<file path="src/rtl/mul8_share_ctrl.sv">
// mul8_share_ctrl
// ---------------
// Sequential 8x8 unsigned multiplier controller. One 4x4 array multiplier
// core is reused over four cycles to form the partial products
//    b*d, (a*d)<<4, (b*c)<<4, (a*c)<<8
// where a/b are the high/low nibbles of operand A and c/d are the high/low
// nibbles of operand B. Two requesters share the unit through round-robin
// arbitration. Each result returns with the requester's tag and index.
//
// Optional feature (macro MUL8_ZERO_BYPASS_EN):
//    When defined, an accepted operation with A==0 or B==0 skips P0-P3. It
//    goes straight from IDLE to DONE with a zero product. When undefined,
//    zero operands take the normal four-step sequence.
//
// Ports:
//    clk_i          clock, all state on the rising edge
//    rst_i          asynchronous active-high reset
//    req0_valid_i   requester 0 has an operation
//    req0_ready_o   requester 0 operation accepted this cycle (combinational)
//    req0_a_i       requester 0 operand A
//    req0_b_i       requester 0 operand B
//    req0_tag_i     requester 0 tag
//    req1_*         same set of signals for requester 1
//    res_valid_o    result available
//    res_ready_i    consumer accepts result
//    res_data_o     16-bit unsigned product A*B
//    res_tag_o      tag of the request that produced the result
//    res_src_o      index of the requester that owned the operation
//    busy_o         high in every state except IDLE

module mul8_share_ctrl #(
   parameter int unsigned TAG_W = 4
) (
   input  logic             clk_i,
   input  logic             rst_i,

   input  logic             req0_valid_i,
   output logic             req0_ready_o,
   input  logic [7:0]       req0_a_i,
   input  logic [7:0]       req0_b_i,
   input  logic [TAG_W-1:0] req0_tag_i,

   input  logic             req1_valid_i,
   output logic             req1_ready_o,
   input  logic [7:0]       req1_a_i,
   input  logic [7:0]       req1_b_i,
   input  logic [TAG_W-1:0] req1_tag_i,

   output logic             res_valid_o,
   input  logic             res_ready_i,
   output logic [15:0]      res_data_o,
   output logic [TAG_W-1:0] res_tag_o,
   output logic             res_src_o,

   output logic             busy_o
);

   typedef enum logic [2:0] {
      StIdle,
      StP0,
      StP1,
      StP2,
      StP3,
      StDone
   } state_e;

   state_e             state_q;
   logic [7:0]         op_a_q;
   logic [7:0]         op_b_q;
   logic [TAG_W-1:0]   tag_q;
   logic               src_q;
   logic [15:0]        acc_q;
   logic               last_grant_q;

   logic               res_valid_q;
   logic [15:0]        res_data_q;
   logic [TAG_W-1:0]   res_tag_q;
   logic               res_src_q;

   // -------------------------------------------------------------------------
   // Round-robin arbitration, evaluated only while idle
   // -------------------------------------------------------------------------
   logic               grant0;
   logic               grant1;
   logic               idle;
   logic               accept;
   logic [7:0]         sel_a;
   logic [7:0]         sel_b;
   logic [TAG_W-1:0]   sel_tag;

   always_comb begin
      grant0 = 1'b0;
      grant1 = 1'b0;
      if (req0_valid_i && req1_valid_i) begin
         // On contention the requester that was not served last wins.
         grant0 = last_grant_q;
         grant1 = ~last_grant_q;
      end else begin
         grant0 = req0_valid_i;
         grant1 = req1_valid_i;
      end
   end

   // Ready is gated by reset so both readys read 0 while rst_i is high.
   assign idle         = (state_q == StIdle) && !rst_i;
   assign req0_ready_o = idle && grant0;
   assign req1_ready_o = idle && grant1;
   assign accept       = req0_ready_o || req1_ready_o;

   assign sel_a   = grant1 ? req1_a_i   : req0_a_i;
   assign sel_b   = grant1 ? req1_b_i   : req0_b_i;
   assign sel_tag = grant1 ? req1_tag_i : req0_tag_i;

   // -------------------------------------------------------------------------
   // Shared 4x4 core: the state selects its operand nibbles
   // -------------------------------------------------------------------------
   logic [3:0]         core_x;
   logic [3:0]         core_y;
   logic [7:0]         core_p;
   logic [15:0]        pp_aligned;
   logic [15:0]        acc_sum;

   always_comb begin
      core_x = 4'h0;
      core_y = 4'h0;
      unique case (state_q)
         StP0: begin core_x = op_a_q[3:0]; core_y = op_b_q[3:0]; end // b*d
         StP1: begin core_x = op_a_q[7:4]; core_y = op_b_q[3:0]; end // a*d
         StP2: begin core_x = op_a_q[3:0]; core_y = op_b_q[7:4]; end // b*c
         StP3: begin core_x = op_a_q[7:4]; core_y = op_b_q[7:4]; end // a*c
         default: begin core_x = 4'h0; core_y = 4'h0; end
      endcase
   end

   // Array multiplier: one shifted row of core_x per set bit of core_y.
   always_comb begin
      core_p = 8'h00;
      for (int i = 0; i < 4; i++) begin
         if (core_y[i]) begin
            core_p = core_p + ({4'h0, core_x} << i);
         end
      end
   end

   always_comb begin
      pp_aligned = 16'h0000;
      unique case (state_q)
         StP0:        pp_aligned = {8'h00, core_p};
         StP1, StP2:  pp_aligned = {4'h0, core_p, 4'h0};
         StP3:        pp_aligned = {core_p, 8'h00};
         default:     pp_aligned = 16'h0000;
      endcase
   end

   // The final sum is at most 16'hFE01, so truncating to 16 bits is lossless.
   assign acc_sum = acc_q + pp_aligned;

   // -------------------------------------------------------------------------
   // Control FSM with registered result outputs
   // -------------------------------------------------------------------------
   always_ff @(posedge clk_i or posedge rst_i) begin
      if (rst_i) begin
         state_q      <= StIdle;
         op_a_q       <= 8'h00;
         op_b_q       <= 8'h00;
         tag_q        <= '0;
         src_q        <= 1'b0;
         acc_q        <= 16'h0000;
         last_grant_q <= 1'b1;
         res_valid_q  <= 1'b0;
         res_data_q   <= 16'h0000;
         res_tag_q    <= '0;
         res_src_q    <= 1'b0;
      end else begin
         unique case (state_q)
            StIdle: begin
               if (accept) begin
                  op_a_q       <= sel_a;
                  op_b_q       <= sel_b;
                  tag_q        <= sel_tag;
                  src_q        <= grant1;
                  last_grant_q <= grant1;
                  acc_q        <= 16'h0000;
`ifdef MUL8_ZERO_BYPASS_EN
                  if ((sel_a == 8'h00) || (sel_b == 8'h00)) begin
                     state_q     <= StDone;
                     res_valid_q <= 1'b1;
                     res_data_q  <= 16'h0000;
                     res_tag_q   <= sel_tag;
                     res_src_q   <= grant1;
                  end else begin
                     state_q <= StP0;
                  end
`else
                  state_q <= StP0;
`endif
               end
            end
            StP0: begin
               acc_q   <= acc_sum;
               state_q <= StP1;
            end
            StP1: begin
               acc_q   <= acc_sum;
               state_q <= StP2;
            end
            StP2: begin
               acc_q   <= acc_sum;
               state_q <= StP3;
            end
            StP3: begin
               acc_q       <= acc_sum;
               res_data_q  <= acc_sum;
               res_tag_q   <= tag_q;
               res_src_q   <= src_q;
               res_valid_q <= 1'b1;
               state_q     <= StDone;
            end
            StDone: begin
               // Result registers are held until the consumer takes them.
               if (res_ready_i) begin
                  res_valid_q <= 1'b0;
                  state_q     <= StIdle;
               end
            end
            default: begin
               res_valid_q <= 1'b0;
               state_q     <= StIdle;
            end
         endcase
      end
   end

   assign res_valid_o = res_valid_q;
   assign res_data_o  = res_data_q;
   assign res_tag_o   = res_tag_q;
   assign res_src_o   = res_src_q;
   assign busy_o      = (state_q != StIdle);

endmodule

</file>
<file path="config.mk">
export PLATFORM = sky130hd
export DESIGN_NAME = mul8_share_ctrl
export DESIGN_NICKNAME = d
export VERILOG_FILES = /design/src/rtl/mul8_share_ctrl.sv
export SDC_FILE = /design/constraint.sdc
export NUM_CORES = 1
export LEC_CHECK = 0
export BUFFER_PORTS_ARGS = -buffer_cell sky130_fd_sc_hd__buf_2
export CAP_MARGIN = 20
export CORE_AREA = 5 5 131 108
export DETAILED_ROUTE_END_ITERATION = 6
export DIE_AREA = 0 0 136 113
export HOLD_SLACK_MARGIN = 0.02
export PLACE_DENSITY_LB_ADDON = 0.08
export SYNTH_ARGS = -nofsm -noshare
export SYNTH_HDL_FRONTEND = slang
export SYNTH_SLANG_ARGS = --single-unit
</file>
<file path="constraint.sdc">
create_clock -name clk_i -period 9.9 [get_ports clk_i]
set_input_delay 1.485 -clock clk_i [delete_from_list [all_inputs] [get_ports clk_i]]
set_output_delay 1.485 -clock clk_i [all_outputs]
set_load 0.05 [all_outputs]
</file>
# Yosys cells after proc, flatten, opt, wreduce, memory -nomap -nowiden
# Cells that the tools add are included.
# classes
add_sub_neg,4
mul,0
div_mod_pow,0
order_cmp,0
eq_ne,7
shift,0
n_mux,19
bitwise_logic,2
n_reduce_logical,20
# op_table
cell,n
one-hot mux 16 bit (3 select lines),1
two-way mux 8 bit,5
one-hot mux 16 bit (2 select lines),1
one-hot mux 3 bit (6 select lines),1
adder 16 bit,1
two-way mux 16 bit,1
one-hot mux 4 bit (2 select lines),2
OR reduction 2 bit,5
adder 8 x 5 -> 8 bit,1
adder 8 x 6 -> 8 bit,1
adder 8 x 7 -> 8 bit,1
two-way mux 4 bit,2
AND reduction 2 bit,4
OR reduction 4 bit,2
equality test 3 x 2 -> 1 bit (second input constant),2
equality test 3 bit (second input constant),2
two-way mux 3 bit,2
logical AND 1 bit,4
inequality test 2 bit (second input constant),2
equality test 3 x 1 -> 1 bit (second input constant),1
logical NOT 3 bit,1
two-way mux 1 bit,3
one-hot mux 1 bit (3 select lines),1
nonzero test 3 bit,1
other kinds (4),5
# word_totals
ff_bits,63
latch_bits,0
mem_bits_rw,0
rom_bits,0
in_bits,45
out_inout_bits,25
elab_cells,63
mem_count,0

# Logic depth before layout (Yosys ltp)
# Gate-level depths: netlist of run 1.
# depth
word_depth,13
ltp_mapped,29
mapped_depth_nobuf,27

# Worst setup path before layout of run 1
# OpenSTA, ideal clock, no wires.
# synth_path
path_type,reg2reg
startpoint,register state_q[0]
endpoint,register acc_q[14]
setup_time_ns,0.110
arrival_ns,5.563
t_required_ns,9.790
path_slack_ns,4.227
path_stages_with_launch,29
path_buffers,2
period_less_slack_ns,5.673
path_cell_list,dfrtp_1 buf_6 buf_2 nand3b_1 a21oi_1 a21oi_1 nor2_1 ha_1 fa_1 xor2_1 nor2_1 nor2_1 fa_1 xor2_1 mux2_2 ha_1 a21o_1 a21oi_1 xor2_1 nor2_1 a21oi_1 o32ai_1 ha_1 or2_2 a21oi_1 nor2_1 a21boi_1 a21oi_1 o41ai_1
# synth_via
elab_chain_cells,13
elab_cells_between_ends,30
classes_between,add/sub (4); eq/ne (5); mux (8); reduce/logical (13)
# synth_lines
item,line_no,rtl
from (decl),67,state_e state_q;
from (signal assigned),163,state_q <= StIdle;
from (signal assigned),195,state_q <= StP0;
from (signal assigned),201,state_q <= StP1;
equality test 3 bit (tied with other cells),"126, 147, 175",
OR reduction 2 bit (no line),--,
one-hot mux 4 bit (2 select lines),126,unique case (state_q)
two-way mux 4 bit,139,if (core_y[i]) begin
adder 8 x 5 -> 8 bit,140,"core_p = core_p + ({4'h0, core_x} << i);"
two-way mux 8 bit,139,
adder 8 x 6 -> 8 bit,140,
two-way mux 8 bit,139,
adder 8 x 7 -> 8 bit,140,
two-way mux 8 bit,139,
one-hot mux 16 bit (3 select lines),147,unique case (state_q)
adder 16 bit,156,assign acc_sum = acc_q + pp_aligned;
one-hot mux 16 bit (2 select lines),175,unique case (state_q)
to (signal assigned),200,acc_q <= acc_sum;
to (signal assigned),204,acc_q <= acc_sum;
to (signal assigned),208,acc_q <= acc_sum;
to (decl),72,logic [15:0] acc_q;
# Several ways; a longest one is shown, not always the timed one.
# A chain may end at the register's enable or synchronous reset.

# Final worst setup path of run 1
# layout_path
startpoint,register state_q[2]
endpoint,register acc_q[14]
# Same word-level chain as after synthesis.

==> results.py, run 1 <==
metrics = {
    "finish": {
        "nets": 628,
        "multi_input_area_mm2": 0.002626,
        "regArea_mm2": 0.001578,
        "fillers": 1273,
        "area_delta_synth_final_pct": 18.83,
        "drive_gt1_share_pct": 20.07,
        "antenna_cells": 0,
    },
    "setup_path": {
        "crit_family": "compound AO/OA/AOI/OAI gates",
        "cp-startpoint": "state_q[2]$_DFFE_PP0P_",
        "required_ns": 10.11,
        "start_kind": "flip-flop",
        "reg2reg_from": "state_q[2]$_DFFE_PP0P_",
        "cp-end-kind": "flip-flop",
        "rrSetupSlack_ns": 2.78,
        "crit_path_frequent_cell": "a21oi_1",
        "arrival_ns": 7.32,
        "max_stage_delay_ns": 0.88,
        "critPathSlowestCell": "dfrtp_1",
        "crit_fanout": 27,
        "cp.buffers_inverters": 1,
        "critPathKind": "reg -> reg",
    },
    "synthesis": {
        "synth_xor_area_share_pct": 4.565,
        "yosysSeqAreaShare_pct": 36.20,
        "netlist_area_mm2": 0.004358,
        "synth_top_cell_by_area": "dfrtp_1",
        "synth_compound_area_share_pct": 20.79,
        "synth_area_per_cell_um2": 8.840,
        "synthMuxAreaShare_pct": 6.058,
        "syn_inst": 493,
        "synthMostInstantiatedCell": "nand2_1",
        "ys.warnings.count": 0,
        "synth_simple_gate_area_share_pct": 19.21,
        "synth-seq-cells": 63,
        "synth_top_family_by_area": "compound AO/OA/AOI/OAI gates",
        "synth_ff_type": "dfrtp_1",
        "synth-adder-area-share_pct": 9.302,
        "syn-num-nets": 568,
        "ys_types": 65,
        "synth_top_area_share_pct": 35.60,
        "synth.area.top_cells": "dfrtp_1 36%, ha_1 7.5%, nand2_1 6.9%",
        "synth_edf_count": 0,
        "synth_common_cells": "80 x nand2_1, 62 x dfrtp_1, 57 x o21ai_0",
        "async_flop_share_pct": 100.0,
    },
    "timing": {
        "finalCritPeriodShare_pct": 71.89,
        "fin_crit_ns": 7.117,
        "slew_viol_final": 0,
        "skew_ns": 0.01003,
        "finalSetupTns_ns": 0,
        "fmax_ghz": 0.1405,
        "hold_violations": 0,
        "max_slew_margin_pct": 41.96,
        "worst_slew_pin_slew_ns": 0.8706,
        "setup_viol": 0,
        "rsz0062_at_grt": "no",
    },
    "floorplanning": {
        "die_y_um": 113,
        "rows": 37,
        "initial_core_util_pct": 34.48,
        "design.core.area_mm2": 0.01264,
        "io_pins": 70,
        "die_x_um": 136,
        "die-area_mm2": 0.01537,
    },
    "clock_network": {
        "holdBufCountCts": 0,
        "root_buffer": "clkbuf_16",
        "cts_made_buffers": 9,
        "cts_setup_buffers": 0,
        "cts_htree_levels": 3,
        "clkTransAtPathRegs_ns": 0.05,
        "cts_sinks": 63,
        "post_cts_resized": 0,
        "cts_tree": "yes",
        "cts_max_path_buffers": 2,
        "clk_latency_ns": 0.34,
    },
    "route": {
        "post_drt_wl_per_cell_um": 15.17,
        "vias": 3659,
        "wirelength_um": 11120,
        "drt_iter0_drc": 196,
        "postRouteAntennaNets": 0,
        "dr.pass1.iters": 4,
        "vias_per_cell": 4.992,
        "drc": 0,
    },
    "min_path": {
        "hp-start": "tag_q[3]$_DFFE_PP0P_",
        "hp-class": "reg -> reg",
    },
    "power": {
        "p_leak_nw": 2.483,
        "p_per_area_mw_per_mm2": 328.1,
        "power_mw": 1.699,
        "peakVddDrop_mv": 0.1515,
    },
    "global_route": {
        "grt_max_degree": 58,
        "antenna_found_initial": 0,
        "grtUsageTotal_pct": 15.27,
        "grt_overflow": 0,
        "grt_pass1_wl_um": 18720,
        "grt.met2_usage_pct": 21.77,
        "top_usage_layer": "met1",
        "grt_pass1_vias": 3607,
        "use_met1_pct": 23.06,
        "met3_usage_pct": 3.822,
    },
    "run": {
        "cap_violations": 0,
    },
    "placement": {
        "detailed_place_hpwl_um": 8433,
        "globalplace.congestion": 0.8650,
        "portBuffers": 69,
    },
    "run_status": {
        "status": "finished clean",
    },
}
-- area by class of cell --
| class | count | share of cell area (%) |
|---|---|---|
| clock inverters | 3 | 1.305 |
| multi-input cells | 393 | 50.71 |
| inverters | 12 | 0.8698 |
| clock buffers | 13 | 5.025 |
| well taps | 175 | 4.228 |
| repair buffers | 74 | 7.393 |
| flip-flops and latches | 63 | 30.47 |
-- power by group --
| group | switching (mW) | internal (mW) | leakage (nW) |
|---|---|---|---|
| sequential | 0.104 | 0.367 | 0.808 |
| combinational | 0.586 | 0.294 | 1.52 |
| clock | 0.115 | 0.234 | 0.156 |
| total | 0.804 | 0.895 | 2.48 |
-- cell usage in the layout (no fill, tap or decap), types with 11 or more instances in the layout --
cell     count
nor2_1      31
o21ai_0     57
dfrtp_1     62
mux2i_1     23
nand3_1     20
nand2_1     80
buf_2       69
ha_1        26
xor2_1      11
a21oi_1     30
-- registers in the layout (all words and copies together), names as in the netlist --
| signal | cells |
|---|---|
| last_grant_q | 1 |
| op_b_q | 8 |
| res_src_o | 1 |
| res_valid_o | 1 |
| acc_q | 16 |
| res_tag_o | 4 |
| res_data_o | 16 |
| op_a_q | 8 |
| src_q | 1 |
| state_q | 3 |
| tag_q | 4 |
-- kinds of logic (layout without fill, tap and decap cells) --
| group | Yosys count | in the layout |
|---|---|---|
| simple gates | 172 | 172 |
| compound gates | 144 | 144 |
| flops | 63 | 63 |
| buf+inv | 37 | 102 |
| fa+ha+maj | 30 | 30 |
| mux | 26 | 26 |
| xor+xnor | 21 | 21 |
-- path summary, 6_finish.rpt --
kind / depth (start not counted) / endpoint
setup / recovery: 25 / acc_q[14]$_DFFE_PP0P_
hold / removal: 2 / res_tag_o[3]$_DFFE_PP0N_
setup reg to reg: 25 / acc_q[14]$_DFFE_PP0P_
hold reg to reg: 2 / res_tag_o[3]$_DFFE_PP0N_
max in group asynchronous: 3 / res_data_o[9]$_DFFE_PP0N_
min in group asynchronous: 2 / res_valid_o$_DFFE_PP0P_
-- tightest hold or removal path, delay by kind of cell, from the launching register on --
family	cells	cell delay, ns
DFF	1	0.34
and+or+nand+nor	2	0.10
-- per-layer routing --
| layer | wire length [um] | vias up |
|---|---|---|
| met4 | 119 | 0 |
| met5 | 0 | - |
| met3 | 415 | 11 |
| met2 | 4597 | 63 |
| li1 | - | 1881 |
| met1 | 5989 | 1704 |
-- per-stage QoR --
step / utilization [%] / hold slack [ns] / area [um^2] / worst slack (ns) / std cells
after floorplan: - / 0.4386 / 4358 / 4.227 / 493
after global placement: 38.38 / 0.4499 / 4851 / 3.097 / 717
after detailed placement: 38.38 / 0.4523 / 4851 / 2.802 / 717
after CTS: 40.98 / 0.4706 / 5179 / 2.800 / 733
after global routing: 40.98 / 0.4987 / 5179 / 2.188 / 733
final: 40.98 / 0.4654 / 5179 / 2.783 / 733
Note: power is estimated with default switching activity, not from simulation.
==> run 2, diff against run 1 <==
Settings changed: ABC_AREA from default to 1, CORE_AREA 5 5 131 108 to 5 5 129 107, DIE_AREA 0 0 136 113 to 0 0 134 112.
Clock period 9.9 ns to 6.11 ns, I/O delays scaled along.
==> results.py, run 2 <==
metrics = {
    "run_status": {
        "status": "finished clean",
    },
    "route": {
        "drc": 0,
        "vias_per_cell": 4.957,
        "postRouteAntennaNets": 0,
        "drt_iter0_drc": 289,
        "post_drt_wl_per_cell_um": 14.53,
        "vias": 4045,
        "wirelength_um": 11860,
        "dr.pass1.iters": 5,
    },
    "global_route": {
        "grtUsageTotal_pct": 16.51,
        "grt_overflow": 0,
        "grt_pass1_wl_um": 20200,
        "antenna_found_initial": 0,
        "grt_max_degree": 64,
        "met3_usage_pct": 3.388,
        "top_usage_layer": "met1",
        "grt_pass1_vias": 4094,
        "grt.met2_usage_pct": 24.20,
        "use_met1_pct": 24.91,
    },
    "finish": {
        "regArea_mm2": 0.001580,
        "final_common_cell": "nand2_1",
        "antenna_cells": 0,
        "drive_gt1_share_pct": 16.67,
        "fillers": 1292,
        "multi_input_area_mm2": 0.002387,
        "area_delta_synth_final_pct": 18.72,
        "utilization_pct": 40.20,
        "final_cell_mix": "193 x nand2_1, 69 x buf_2, 66 x nand3_1",
        "nets": 731,
    },
    "floorplanning": {
        "initial_core_util_pct": 33.86,
        "die_y_um": 112,
        "rows": 37,
        "die_x_um": 134,
        "design.core.area_mm2": 0.01245,
        "die-area_mm2": 0.01501,
        "io_pins": 70,
    },
    "synthesis": {
        "synth_top_area_share_pct": 36.80,
        "ys.warnings.count": 0,
        "syn-num-nets": 663,
        "synth_edf_count": 0,
        "synth.area.top_cells": "dfrtp_1 37%, nand2_1 17%, nand3_1 7.8%",
        "synth_common_cells": "193 x nand2_1, 66 x nand3_1, 62 x dfrtp_1",
        "syn_inst": 588,
        "synth_area_per_cell_um2": 7.171,
        "synth_ff_type": "dfrtp_1",
        "netlist_area_mm2": 0.004217,
        "synthMostInstantiatedCell": "nand2_1",
        "async_flop_share_pct": 100.0,
        "ys_types": 34,
        "synth_top_cell_by_area": "dfrtp_1",
        "synth-seq-cells": 63,
        "yosysSeqAreaShare_pct": 37.42,
    },
    "setup_path": {
        "crit_path_frequent_cell": "nand2_1",
        "required_ns": 6.33,
        "critPathSlowestCell": "fa_1",
        "cp-end-kind": "flip-flop",
        "crit_fanout": 7,
        "start_kind": "flip-flop",
        "max_stage_delay_ns": 0.49,
        "arrival_ns": 5.82,
        "critPathKind": "reg -> reg",
    },
    "placement": {
        "globalplace.congestion": 0.8973,
        "detailed_place_hpwl_um": 9127,
        "portBuffers": 69,
    },
    "clock_network": {
        "cts_made_buffers": 9,
        "cts_tree": "yes",
        "clkTransAtPathRegs_ns": 0.06,
        "cts_setup_buffers": 0,
        "cts_max_path_buffers": 2,
        "cts_sinks": 63,
        "root_buffer": "clkbuf_16",
        "post_cts_resized": 0,
        "clk_latency_ns": 0.33,
        "cts_htree_levels": 3,
        "holdBufCountCts": 0,
    },
    "timing": {
        "skew_ns": 0.007593,
        "hold_violations": 0,
        "slew_viol_final": 0,
        "rsz0062_at_grt": "no",
        "worst_slew_pin_slew_ns": 0.7989,
        "max_slew_margin_pct": 46.74,
        "finalCritPeriodShare_pct": 91.79,
        "fin_crit_ns": 5.608,
        "setup_viol": 0,
        "fmax_ghz": 0.1783,
        "finalSetupTns_ns": 0,
    },
    "power": {
        "p_leak_nw": 2.708,
        "p_per_area_mw_per_mm2": 647.8,
        "peakVddDrop_mv": 0.2581,
    },
    "min_path": {
        "hp-class": "reg -> reg",
    },
    "run": {
        "cap_violations": 0,
    },
}
==> run 2: changes by cell type in the layout (fill, tap and decap cells not counted), sizes merged, moves of 6 or more <==
| cell | before | now |
|---|---|---|
| a31oi | 3 | 21 |
| a21oi | 31 | 20 |
| a21o | 10 | 2 |
| nand3 | 20 | 69 |
| xor2 | 12 | 4 |
| nor2 | 31 | 54 |
| o21ai | 60 | 36 |
| mux2i | 23 | 0 |
| inv | 12 | 49 |
| o21a | 6 | 0 |
| nand2 | 80 | 197 |
==> run 2: per-layer routing <==
| layer | share of wire (%) | vias to the layer above |
|---|---|---|
| met5 | 0 | - |
| met2 | 41 | 91 |
| li1 | - | 2085 |
| met3 | 4.5 | 9 |
| met1 | 53 | 1860 |
| met4 | 1.1 | 0 |
==> run 2: where the power goes <==
part	switching [mW]	internal, mW	leakage (nW)	total, mW
sequential	0.123	0.613	0.774	0.737
combinational	1.38	0.616	1.80	2.00
clock	0.195	0.314	0.135	0.509
==> run 2: cell type report <==
| cell class | count | share of cell area, % |
|---|---|---|
| multi-input cells | 460 | 47.69 |
| flip-flops and latches | 63 | 31.57 |
| repair buffers | 72 | 7.348 |
| clock buffers | 10 | 4.574 |
| well taps | 156 | 3.899 |
| inverters | 50 | 3.749 |
| clock inverters | 5 | 1.175 |
==> run 2: cells by family after synthesis <==
logic type | count (synthesis) | share of synthesized area, %
xor+xnor | 9 | 1.869
fa+ha+maj | 30 | 9.614
simple gates | 339 | 34.33
buf+inv | 65 | 6.113
flops | 63 | 37.42
compound gates | 82 | 10.65
==> run 2: final timing paths <==
path                                                 start                         end  slack [ns]  cells after the start
worst max-delay path                state_q[2]$_DFFE_PP0P_   res_data_o[8]$_DFFE_PP0N_        0.50                     30
worst min-delay path            res_data_o[10]$_DFFE_PP0N_  res_data_o[10]$_DFFE_PP0N_        0.47                      2
worst max register to register      state_q[2]$_DFFE_PP0P_   res_data_o[8]$_DFFE_PP0N_        0.50                     30
worst min register to register  res_data_o[10]$_DFFE_PP0N_  res_data_o[10]$_DFFE_PP0N_        0.47                      2
max in group asynchronous                            rst_i      state_q[1]$_DFFE_PP0P_        4.69                      3
min in group asynchronous                            rst_i   res_data_o[7]$_DFFE_PP0N_        0.86                      3
==> run 2: stage by stage <==
stage	power [mW]	std cells	hold slack [ns]	cell area, um^2	setup slack (ns)
3_3_place_gp	2.716	801	0.4587	4710	0.5052
4_1_cts	3.261	816	0.4766	4997	0.3896
6_report	3.243	816	0.4738	5006	0.5018
2_1_floorplan	2.230	588	0.4426	4217	0.8798
3_5_place_dp	2.734	801	0.4600	4710	0.4434
5_1_grt	3.569	816	0.5071	5006	0.002986
==> run 2: worst max-delay path: cells and delay by family (launching register included) <==
family / cells / cell delay [ns]
adders and majority gates: 7 / 2.11
and+or+nand+nor: 12 / 1.33
buffers and inverters: 5 / 0.36
DFF: 1 / 0.45
AOI/OAI and AO/OA: 6 / 1.22
